## config.mk

```make
export PLATFORM = sky130hd
export DESIGN_NAME = prbs31_bert_ctrl_flat
export DESIGN_NICKNAME = d
export VERILOG_FILES = /design/src/rtl/prbs31_pkg.sv /design/src/rtl/prbs31_bert_ctrl_if.sv /design/src/rtl/prbs31_lfsr.sv /design/src/rtl/prbs31_bert_ctrl.sv /design/src/flat_wrapper.sv
export SDC_FILE = /design/constraint.sdc
export NUM_CORES = 1
export LEC_CHECK = 0
export CORE_UTILIZATION = 55
export CTS_CLUSTER_SIZE = 20
export DETAILED_ROUTE_END_ITERATION = 6
export PLACE_DENSITY = 0.81
export SLEW_MARGIN = 5
export SYNTH_ARGS = -nofsm -noshare
export SYNTH_HDL_FRONTEND = slang
export SYNTH_SLANG_ARGS = --single-unit
export TNS_END_PERCENT = 30
```

## constraint.sdc

```tcl
create_clock -name clk -period 3.5 [get_ports clk]
set_input_delay 0.525 -clock clk [delete_from_list [all_inputs] [get_ports clk]]
set_output_delay 0.525 -clock clk [all_outputs]
set_load 0.01 [all_outputs]
```

## src/rtl/prbs31_pkg.sv

```systemverilog
// PRBS31 constants, FSM state type and seed helper.
// Latency: n/a (declarations only).
// Backpressure: n/a.
package prbs31_pkg;

    localparam int PRBS_W = 31;
    localparam int TAP_HI = 30;
    localparam int TAP_LO = 27;
    localparam logic [PRBS_W-1:0] DEFAULT_SEED = 31'h7FFF_FFFF;

    typedef enum logic [2:0] {
        IDLE,
        LOAD,
        SYNC,
        CHECK,
        DONE
    } bert_state_t;

    // An all-zero LFSR never leaves zero, so substitute the all-ones seed.
    function automatic logic [PRBS_W-1:0] seed_fix(input logic [PRBS_W-1:0] s);
        return (s == '0) ? DEFAULT_SEED : s;
    endfunction

endpackage

```

## src/rtl/prbs31_bert_ctrl_if.sv

```systemverilog
// Control, status and loopback signals of the PRBS31 BERT controller.
// Latency: n/a (wiring only).
// Backpressure: none; rx_valid qualifies rx_bit, tx_valid qualifies tx_bit.
interface prbs31_bert_ctrl_if
    import prbs31_pkg::*;
#(
    parameter int LEN_W = 32,
    parameter int ERR_W = 16
);
    logic              start;
    logic              abort;
    logic [PRBS_W-1:0] seed;
    logic [LEN_W-1:0]  test_len;
    logic              inj_err;
    logic              rx_bit;
    logic              rx_valid;
    logic              tx_bit;
    logic              tx_valid;
    logic              busy;
    logic              locked;
    logic              done;
    logic [ERR_W-1:0]  err_cnt;
    logic [LEN_W-1:0]  bit_cnt;

    modport master (
        output start, abort, seed, test_len, inj_err, rx_bit, rx_valid,
        input  tx_bit, tx_valid, busy, locked, done, err_cnt, bit_cnt
    );

    modport slave (
        input  start, abort, seed, test_len, inj_err, rx_bit, rx_valid,
        output tx_bit, tx_valid, busy, locked, done, err_cnt, bit_cnt
    );
endinterface

```

## src/rtl/prbs31_lfsr.sv

```systemverilog
// 31-bit shift register for x^31+x^28+1: self-feedback (generator) or external bit (checker).
// Latency: state updates one cycle after load/shift; pred is combinational from state.
// Backpressure: none; holds state when neither load nor shift.
module prbs31_lfsr
    import prbs31_pkg::*;
(
    input  logic              clk,
    input  logic              rst,
    input  logic              load,
    input  logic [PRBS_W-1:0] load_val,
    input  logic              shift,
    input  logic              shift_in_sel,
    input  logic              ext_bit,
    output logic [PRBS_W-1:0] state,
    output logic              pred
);

    assign pred = state[TAP_HI] ^ state[TAP_LO];

    always_ff @(posedge clk) begin
        if (rst) begin
            state <= '0;
        end else if (load) begin
            state <= load_val;
        end else if (shift) begin
            state <= {state[PRBS_W-2:0], (shift_in_sel ? ext_bit : pred)};
        end
    end

endmodule

```

## src/rtl/prbs31_bert_ctrl.sv

```systemverilog
// PRBS31 bit-error-rate test sequencer: generator, self-synchronising checker, counters.
// Latency: first tx_bit (seed[30]) in the first SYNC cycle, two cycles after start.
// Backpressure: none; rx side is qualified by rx_valid, gaps simply stall sync/count.
module prbs31_bert_ctrl
    import prbs31_pkg::*;
#(
    parameter int LEN_W    = 32,
    parameter int ERR_W    = 16,
    parameter int LOCK_THR = 4
) (
    input  logic               clk,
    input  logic               rst,
    prbs31_bert_ctrl_if.slave  bus
);

    localparam logic [4:0] SYNC_LAST = 5'd30;
    localparam logic [4:0] LOCK_LAST = 5'(LOCK_THR - 1);

    bert_state_t       state, next_state;
    logic [LEN_W-1:0]  len_q;
    logic [4:0]        sync_cnt;
    logic [4:0]        miss_run;
    logic [ERR_W-1:0]  err_cnt;
    logic [LEN_W-1:0]  bit_cnt;
    logic [LEN_W-1:0]  bit_cnt_inc;
    logic              cnt_en;
    logic              mismatch;
    logic              tx_active;

    logic [PRBS_W-1:0] gen_state;
    logic              gen_pred;
    logic [PRBS_W-1:0] chk_state;
    logic              chk_pred;
    logic              unused_taps;

    assign tx_active   = (state == SYNC) || (state == CHECK);
    assign mismatch    = bus.rx_bit ^ chk_pred;
    assign bit_cnt_inc = bit_cnt + LEN_W'(1);

    always_comb begin
        next_state = state;
        cnt_en     = 1'b0;
        case (state)
            IDLE:  if (bus.start) next_state = LOAD;
            LOAD:  next_state = SYNC;
            SYNC:  if (bus.rx_valid && (sync_cnt == SYNC_LAST)) next_state = CHECK;
            CHECK: begin
                if (bit_cnt == len_q) begin
                    next_state = DONE;
                end else if (bus.rx_valid) begin
                    cnt_en = 1'b1;
                    // Run end outranks lock loss on the same bit.
                    if (bit_cnt_inc == len_q) begin
                        next_state = DONE;
                    end else if (mismatch && (miss_run == LOCK_LAST)) begin
                        next_state = SYNC;
                    end
                end
            end
            DONE:  next_state = IDLE;
            default: next_state = IDLE;
        endcase
        if (bus.abort) next_state = IDLE;
    end

    always_ff @(posedge clk) begin
        if (rst) begin
            state    <= IDLE;
            len_q    <= '0;
            sync_cnt <= '0;
            miss_run <= '0;
            err_cnt  <= '0;
            bit_cnt  <= '0;
        end else begin
            state <= next_state;
            if ((state == IDLE) && (next_state == LOAD)) begin
                len_q <= bus.test_len;
            end
            if (state == LOAD) begin
                sync_cnt <= '0;
                miss_run <= '0;
                err_cnt  <= '0;
                bit_cnt  <= '0;
            end
            if ((state == SYNC) && bus.rx_valid) begin
                sync_cnt <= (sync_cnt == SYNC_LAST) ? 5'd0 : sync_cnt + 5'd1;
            end
            if (cnt_en) begin
                bit_cnt  <= bit_cnt_inc;
                miss_run <= mismatch ? miss_run + 5'd1 : 5'd0;
                if (mismatch && !(&err_cnt)) begin
                    err_cnt <= err_cnt + ERR_W'(1);
                end
                if (next_state == SYNC) begin
                    sync_cnt <= '0;
                    miss_run <= '0;
                end
            end
        end
    end

    prbs31_lfsr u_gen (
        .clk          (clk),
        .rst          (rst),
        .load         (state == LOAD),
        .load_val     (seed_fix(bus.seed)),
        .shift        (tx_active),
        .shift_in_sel (1'b0),
        .ext_bit      (1'b0),
        .state        (gen_state),
        .pred         (gen_pred)
    );

    // Checker learns from received bits only, so it re-locks after any corruption.
    prbs31_lfsr u_chk (
        .clk          (clk),
        .rst          (rst),
        .load         (state == LOAD),
        .load_val     ('0),
        .shift        (tx_active && bus.rx_valid),
        .shift_in_sel (1'b1),
        .ext_bit      (bus.rx_bit),
        .state        (chk_state),
        .pred         (chk_pred)
    );

    assign unused_taps = ^{gen_pred, gen_state[PRBS_W-2:0], chk_state};

    assign bus.tx_valid = tx_active;
    assign bus.tx_bit   = tx_active & (gen_state[TAP_HI] ^ bus.inj_err);
    assign bus.busy     = (state != IDLE);
    assign bus.locked   = (state == CHECK);
    assign bus.done     = (state == DONE);
    assign bus.err_cnt  = err_cnt;
    assign bus.bit_cnt  = bit_cnt;

endmodule

```

## src/flat_wrapper.sv

```systemverilog
// flat-port wrapper written by rule: the top's interface ports become plain ports
module prbs31_bert_ctrl_flat import prbs31_pkg::*;
#(
    parameter int LEN_W    = 32,
    parameter int ERR_W    = 16,
    parameter int LOCK_THR = 4
)
  (clk, rst, bus_start, bus_abort, bus_seed, bus_test_len, bus_inj_err, bus_rx_bit, bus_rx_valid, bus_tx_bit, bus_tx_valid, bus_busy, bus_locked, bus_done, bus_err_cnt, bus_bit_cnt);
  prbs31_bert_ctrl_if #(.LEN_W(LEN_W), .ERR_W(ERR_W)) bus_i ();
  input  logic clk;
  input  logic rst;
  input wire logic [$bits(bus_i.start)-1:0] bus_start;
  input wire logic [$bits(bus_i.abort)-1:0] bus_abort;
  input wire logic [$bits(bus_i.seed)-1:0] bus_seed;
  input wire logic [$bits(bus_i.test_len)-1:0] bus_test_len;
  input wire logic [$bits(bus_i.inj_err)-1:0] bus_inj_err;
  input wire logic [$bits(bus_i.rx_bit)-1:0] bus_rx_bit;
  input wire logic [$bits(bus_i.rx_valid)-1:0] bus_rx_valid;
  output wire logic [$bits(bus_i.tx_bit)-1:0] bus_tx_bit;
  output wire logic [$bits(bus_i.tx_valid)-1:0] bus_tx_valid;
  output wire logic [$bits(bus_i.busy)-1:0] bus_busy;
  output wire logic [$bits(bus_i.locked)-1:0] bus_locked;
  output wire logic [$bits(bus_i.done)-1:0] bus_done;
  output wire logic [$bits(bus_i.err_cnt)-1:0] bus_err_cnt;
  output wire logic [$bits(bus_i.bit_cnt)-1:0] bus_bit_cnt;
  assign bus_i.start = bus_start;
  assign bus_i.abort = bus_abort;
  assign bus_i.seed = bus_seed;
  assign bus_i.test_len = bus_test_len;
  assign bus_i.inj_err = bus_inj_err;
  assign bus_i.rx_bit = bus_rx_bit;
  assign bus_i.rx_valid = bus_rx_valid;
  assign bus_tx_bit = bus_i.tx_bit;
  assign bus_tx_valid = bus_i.tx_valid;
  assign bus_busy = bus_i.busy;
  assign bus_locked = bus_i.locked;
  assign bus_done = bus_i.done;
  assign bus_err_cnt = bus_i.err_cnt;
  assign bus_bit_cnt = bus_i.bit_cnt;
  prbs31_bert_ctrl #(.LEN_W(LEN_W), .ERR_W(ERR_W), .LOCK_THR(LOCK_THR)) u_core (.clk(clk), .rst(rst), .bus(bus_i));
endmodule
```

; ---- Word level (Yosys, flattened, before mapping)
; Index checks and enable logic that the tools add are counted.
[op_classes]
n_addsub = 4
n_mul = 0
n_div = 0
magnitude_cmp = 0
n_eq_ne = 10
shift = 0
mux = 28
bitwise = 5
reduce_logical = 15
[ops]
columns = op, count
row1 = $mux W31, 3
row2 = $eq A32 B32 Y1, 2
row3 = $mux W32, 2
row4 = $mux W16, 3
row5 = $mux W5, 9
row6 = $add A32 B1 Y32 const B, 1
row7 = $logic_not A31 Y1, 1
row8 = $mux W3, 7
row9 = $add A16 B1 Y16 const B, 1
row10 = $reduce_and A16 Y1, 1
row11 = $pmux W3 S4, 1
row12 = $add A5 B1 Y5 const B, 2
row13 = $eq A3 B2 Y1 const B, 3
row14 = $eq A3 B1 Y1 const B, 2
row15 = $logic_and A1 B1 Y1, 6
row16 = $eq A5 B2 Y1 const B, 1
row17 = $eq A5 B5 Y1 const B, 1
row18 = $reduce_bool A2 Y1, 2
row19 = $xor A1 B1 Y1, 4
row20 = $eq A3 B3 Y1 const B, 1
row21 = $logic_not A3 Y1, 1
row22 = $mux W1, 3
row23 = $reduce_bool A3 Y1, 1
row24 = $reduce_or A2 Y1, 1
row25 = other kinds (3), 3
[totals]
register_bits = 155
latch_bits = 0
ram_bits = 0
mem_bits_ro = 0
input_bits = 70
output_inout_bits = 53
elab_cells = 70
mem_count = 0

; ---- Logic depth before layout (Yosys ltp)
[logic_depth]
depth_word = 12
depth_mapped = 10
mapped_depth_nobuf = 10

; ---- Hierarchy
; Synthesis repeated with hierarchy kept, for this count alone.
[hier_totals]
hier_cells = 1107
hier_area_um2 = 9256.4
[by_module_without_submodules]
columns = mod, instances, cells_each, area_each_um2, seq_area_each_um2
row1 = prbs31_bert_ctrl, 1, 763, 5667.9, 1861.8
row2 = prbs31_lfsr, 2, 172, 1794.2, 620.6

; ---- Worst setup path after synthesis
; Ideal clock, no wire load.
[synth_timing]
path_type = reg2reg
startpoint = reg u_core.bit_cnt[0], in the netlist u_core.bus.bit_cnt[0]
endpoint = reg u_core.sync_cnt[1]
setup_time_ns = 0.100
arrival_ns = 3.023
required_time_ns = 3.400
slack_ns = 0.378
path_stages_with_launch = 10
path_buffers = 0
period_less_slack_ns = 3.122
path_cell_list = dfxtp_1 > ha_1 > nand3_1 > nor4_1 > mux2_2 > a2111o_1 > nor4_2 > a41o_2 > a21oi_4 > a2111oi_4
[synth_between]
elab_chain_len = 10
word_cells_on_any_way = 13
cone_classes = 1 x add/sub / 3 x eq/ne / 9 x mux
[synth_lines]
columns = item, line_no
row1 = from (decl), prbs31_bert_ctrl.sv:24  ; logic [LEN_W-1:0] bit_cnt;
row2 = from (signal assigned), prbs31_bert_ctrl.sv:89  ; bit_cnt <= bit_cnt_inc;
row3 = $add A32 B1 Y32, prbs31_bert_ctrl.sv:38  ; assign bit_cnt_inc = bit_cnt + LEN_W'(1);
row4 = $eq A32 B32 Y1, prbs31_bert_ctrl.sv:53  ; if (bit_cnt_inc == len_q) begin
row5 = $mux W3, prbs31_bert_ctrl.sv:53
row6 = $mux W3, prbs31_bert_ctrl.sv:50  ; end else if (bus.rx_valid) begin
row7 = $mux W3, prbs31_bert_ctrl.sv:48  ; if (bit_cnt == len_q) begin
row8 = $pmux W3 S4, prbs31_bert_ctrl.sv:43  ; case (state)
row9 = $mux W3, prbs31_bert_ctrl.sv:63  ; if (bus.abort) next_state = IDLE;
row10 = $eq A3 B2 Y1, prbs31_bert_ctrl.sv:94  ; if (next_state == SYNC) begin
row11 = $mux W5, prbs31_bert_ctrl.sv:94
row12 = $mux W5 *, prbs31_bert_ctrl.sv:88  ; if (cnt_en) begin
row13 = to (signal assigned), prbs31_bert_ctrl.sv:86  ; sync_cnt <= (sync_cnt == SYNC_LAST) ? 5'd0 : sync_cnt + 5'd1;
row14 = to (decl), prbs31_bert_ctrl.sv:21  ; logic [4:0] sync_cnt;
; Every way passes the cells marked *; elsewhere a longest branch is shown, timed or not.
; A chain may end at the register's enable or synchronous reset.

; ---- Final worst setup path
; Same ends and word-level chain as after synthesis.

==> impl_metrics.tcl <==
set metrics [dict create \
    status "complete, no violations" \
    cts_buffer_depth 2 \
    place_congestion 0.9888 \
    r2r_cells 9 \
    syn2layout_area_growth_pct 23.02 \
    drv_cap 0 \
    die_area_um2 15030 \
    drtAntennaViolNets 0 \
    layout_common_cells "nand2_1 (208), dfxtp_1 (155), a21oi_1 (139)" \
    setup_viol 0 \
    die_h_um 122.6 \
    synth-edff-count 0 \
    rsz0062_at_grt "false" \
    p_sw_w 0.0009528 \
    cts_tree "yes" \
    routed_via_density 6.000 \
    antenna_found_initial 0 \
    die_w_um 122.6 \
    critical_path.startpoint "u_core.bus.bit_cnt[0]" \
    peakVddDrop_mv 0.4152 \
    final_net_count 1198 \
    dp.cells 1284 \
    postSynthCellCount 1035 \
    relSlewSlack_pct 50.45 \
    yosysWarnings 0 \
    dr.pass1.iters 5 \
    finalSetupTns_ns 0 \
    start_kind "flop" \
    hold_viol 0 \
    grt_use_met1_pct 37.73 \
    syn_area_per_cell_um2 7.731 \
    critPathCapture "u_core.sync_cnt[1]" \
    tightest_slew_ns 0.7364 \
    path_max_fanout 8 \
    setup_slack_ns 0.3739 \
    dp_hpwl_mm 15.08 \
    root_buffer "clkbuf_16" \
    grt_pass1_vias 7166 \
    drc 0 \
    clock.fmax_ghz 0.3199 \
    post-route-util_pct 70.10 \
    cts_resized 0 \
    power.total_w 0.003881 \
    switching_share_pct 24.55 \
    min_period_ns 3.126 \
    r2r_start "u_core.bus.bit_cnt[0]" \
    io_buffers 122 \
    grt-ovfl-total 0 \
    synth_ff_type "dfxtp_1" \
    yosysSeqAreaShare_pct 38.78 \
    grt_pass1_wl_mm 35.30 \
    busiest_layer "met2" \
    netlist_area_um2 8001 \
    p_seq_share_pct 47.4 \
    grt_max_degree 61 \
    initial_core_util_pct 56.98 \
    criticalPathCategory "reg -> reg" \
    intPower_w 0.002929 \
    clock_latency_ns 0.43 \
    period_share_pct 89.32 \
    crit_arrival_ns 3.45 \
    layout-drive-gt1-share_pct 7.577 \
    synthesis.nets 1110 \
    clock_sinks 155 \
    coreArea_um2 14040 \
    rows 43 \
    synth-async-reset-ratio_pct 0 \
    hp-class "reg -> reg" \
    final_common_cell "nand2_1" \
    finalNonFillerCells 1315 \
    r2r-end "u_core.sync_cnt[1]" \
    met2_usage_pct 48.28 \
    vias 7890 \
    ys_types 69 \
    clkPwrFrac_pct 43.5 \
    reg2reg_slack_ns 0.37 \
    end_kind "flop" \
    cts_buffers 17 \
    ios 123 \
    clk_pin_slew_ns 0.06 \
    ys_seq_elements 155 \
    cts_max_level 4 \
    grt_util_met3_pct 6.924 \
    grt.total_usage_pct 29.68 \
    leakage_nw 3.226 \
    cts_hold_buffers 0 \
    required_ns 3.83 \
    synth.area.top_cells "dfxtp_1 (39%), nand2_1 (9.8%), a21oi_1 (8.7%)" \
    power_density_nw_per_um2 394.3 \
    yosysTopAreaCellShare_pct 38.78 \
    drt_iter0_drc 735 \
    synth_area_leader_cell "dfxtp_1" \
    post_cts_buffers 0 \
    drt_wl_total_mm 21.33 \
    fill_cells 1161 \
    wl_per_cell_um 16.22 \
    final_max_slew_viol_count 0 \
    pre_cts_ws_ns 0.4205 \
    clock_skew_ns 0.01329 \
    p_comb_share_pct 9.0 \
    diodes 0 \
]
## power groups by stage
stage / combinational [W] / sequential (W) / clock [W]
final: 0.000351 / 0.00184 / 0.00169
after global placement: 0.000346 / 0.00188 / 0
after global routing: 0.000385 / 0.00184 / 0.00179
after CTS: 0.000350 / 0.00184 / 0.00171
after detailed placement: 0.000349 / 0.00188 / 0
after floorplan: 0.000205 / 0.00187 / 0
## worst max-delay path, stage by stage, from the launching register on
cell and delay [ns]:
dfxtp_1 0.34, ha_1 0.30, nand3_1 0.17, nor4_1 0.46
mux2_2 0.38, a2111o_1 0.40, nor4_2 0.28, a41o_2 0.32
a21oi_4 0.10, a2111oi_4 0.26
## cell usage after synthesis, drive strengths merged, types with 4 or more instances
master   count
nor4        20
nand3       31
and2         8
or3         13
xor2        24
nor2b        5
and3        16
o21ai       33
inv          9
nand2b       4
xnor2       37
or4         14
nor2        73
clkbuf      58
nand2      208
or2          5
buf         21
a2111oi      9
a211oi       8
nand3b       9
nand4       30
dfxtp      155
o221ai      32
a21oi      141
nor3        21
o211ai       5
ha           5
## metrics by stage
stage	cell area, um^2	hold slack [ns]
after floorplan	8001	0.4320
after global placement	9303	0.4386
after detailed placement	9303	0.4433
after CTS	9843	0.4519
after global routing	9843	0.4637
final	9843	0.4476
## registers in the layout, summed over array words and instances (netlist names)
register,flops
u_core.miss_run,5
u_core.state,3
u_core.bus.bit_cnt,32
u_core.u_gen.state,31
u_core.len_q,32
u_core.sync_cnt,5
u_core.bus.err_cnt,16
u_core.u_chk.state,31
## layer usage
| layer | share of wire (%) | routed length, um |
|---|---|---|
| met4 | 2.7 | 574 |
| met3 | 6.2 | 1313 |
| met2 | 48 | 10250 |
| met5 | 0 | 0 |
| met1 | 43 | 9192 |
## final cells by class
cell class                      count  area, um^2  share of cell area (%)
Multi-Input combinational cell    792        4527                   45.99
Sequential cell                   155        3103                   31.52
Timing Repair Buffer              148        1414                   14.36
Clock buffer                       22       474.2                   4.818
Tap cell                          180       225.2                   2.288
Clock inverter                      9       66.31                  0.6737
Inverter                            9       33.78                  0.3432
## kinds of logic after synthesis
kind of cell | after synthesis | share of synthesized area, %
buffers and inverters | 88 | 4.691
AND/OR/NAND/NOR | 463 | 27.94
adder cells (fa/ha/maj) | 5 | 0.7819
flip-flops | 155 | 38.78
XOR/XNOR | 61 | 6.677
AO/OA/AOI/OAI | 259 | 20.58
multiplexers | 4 | 0.5473
## worst min path at each step
stage,start,endpoint,slack [ns],depth (start not counted)
2_1_floorplan,u_core.u_gen.state[10],u_core.u_gen.state[10],0.43,2
3_3_place_gp,u_core.u_chk.state[5],u_core.u_chk.state[6],0.44,2
3_5_place_dp,u_core.u_gen.state[24],u_core.u_gen.state[24],0.44,2
4_1_cts,u_core.u_gen.state[24],u_core.u_gen.state[24],0.45,2
5_1_grt,u_core.u_chk.state[24],u_core.u_chk.state[25],0.46,2
6_report,u_core.u_chk.state[21],u_core.u_chk.state[22],0.45,2
Power figures use the tool's default switching activity.
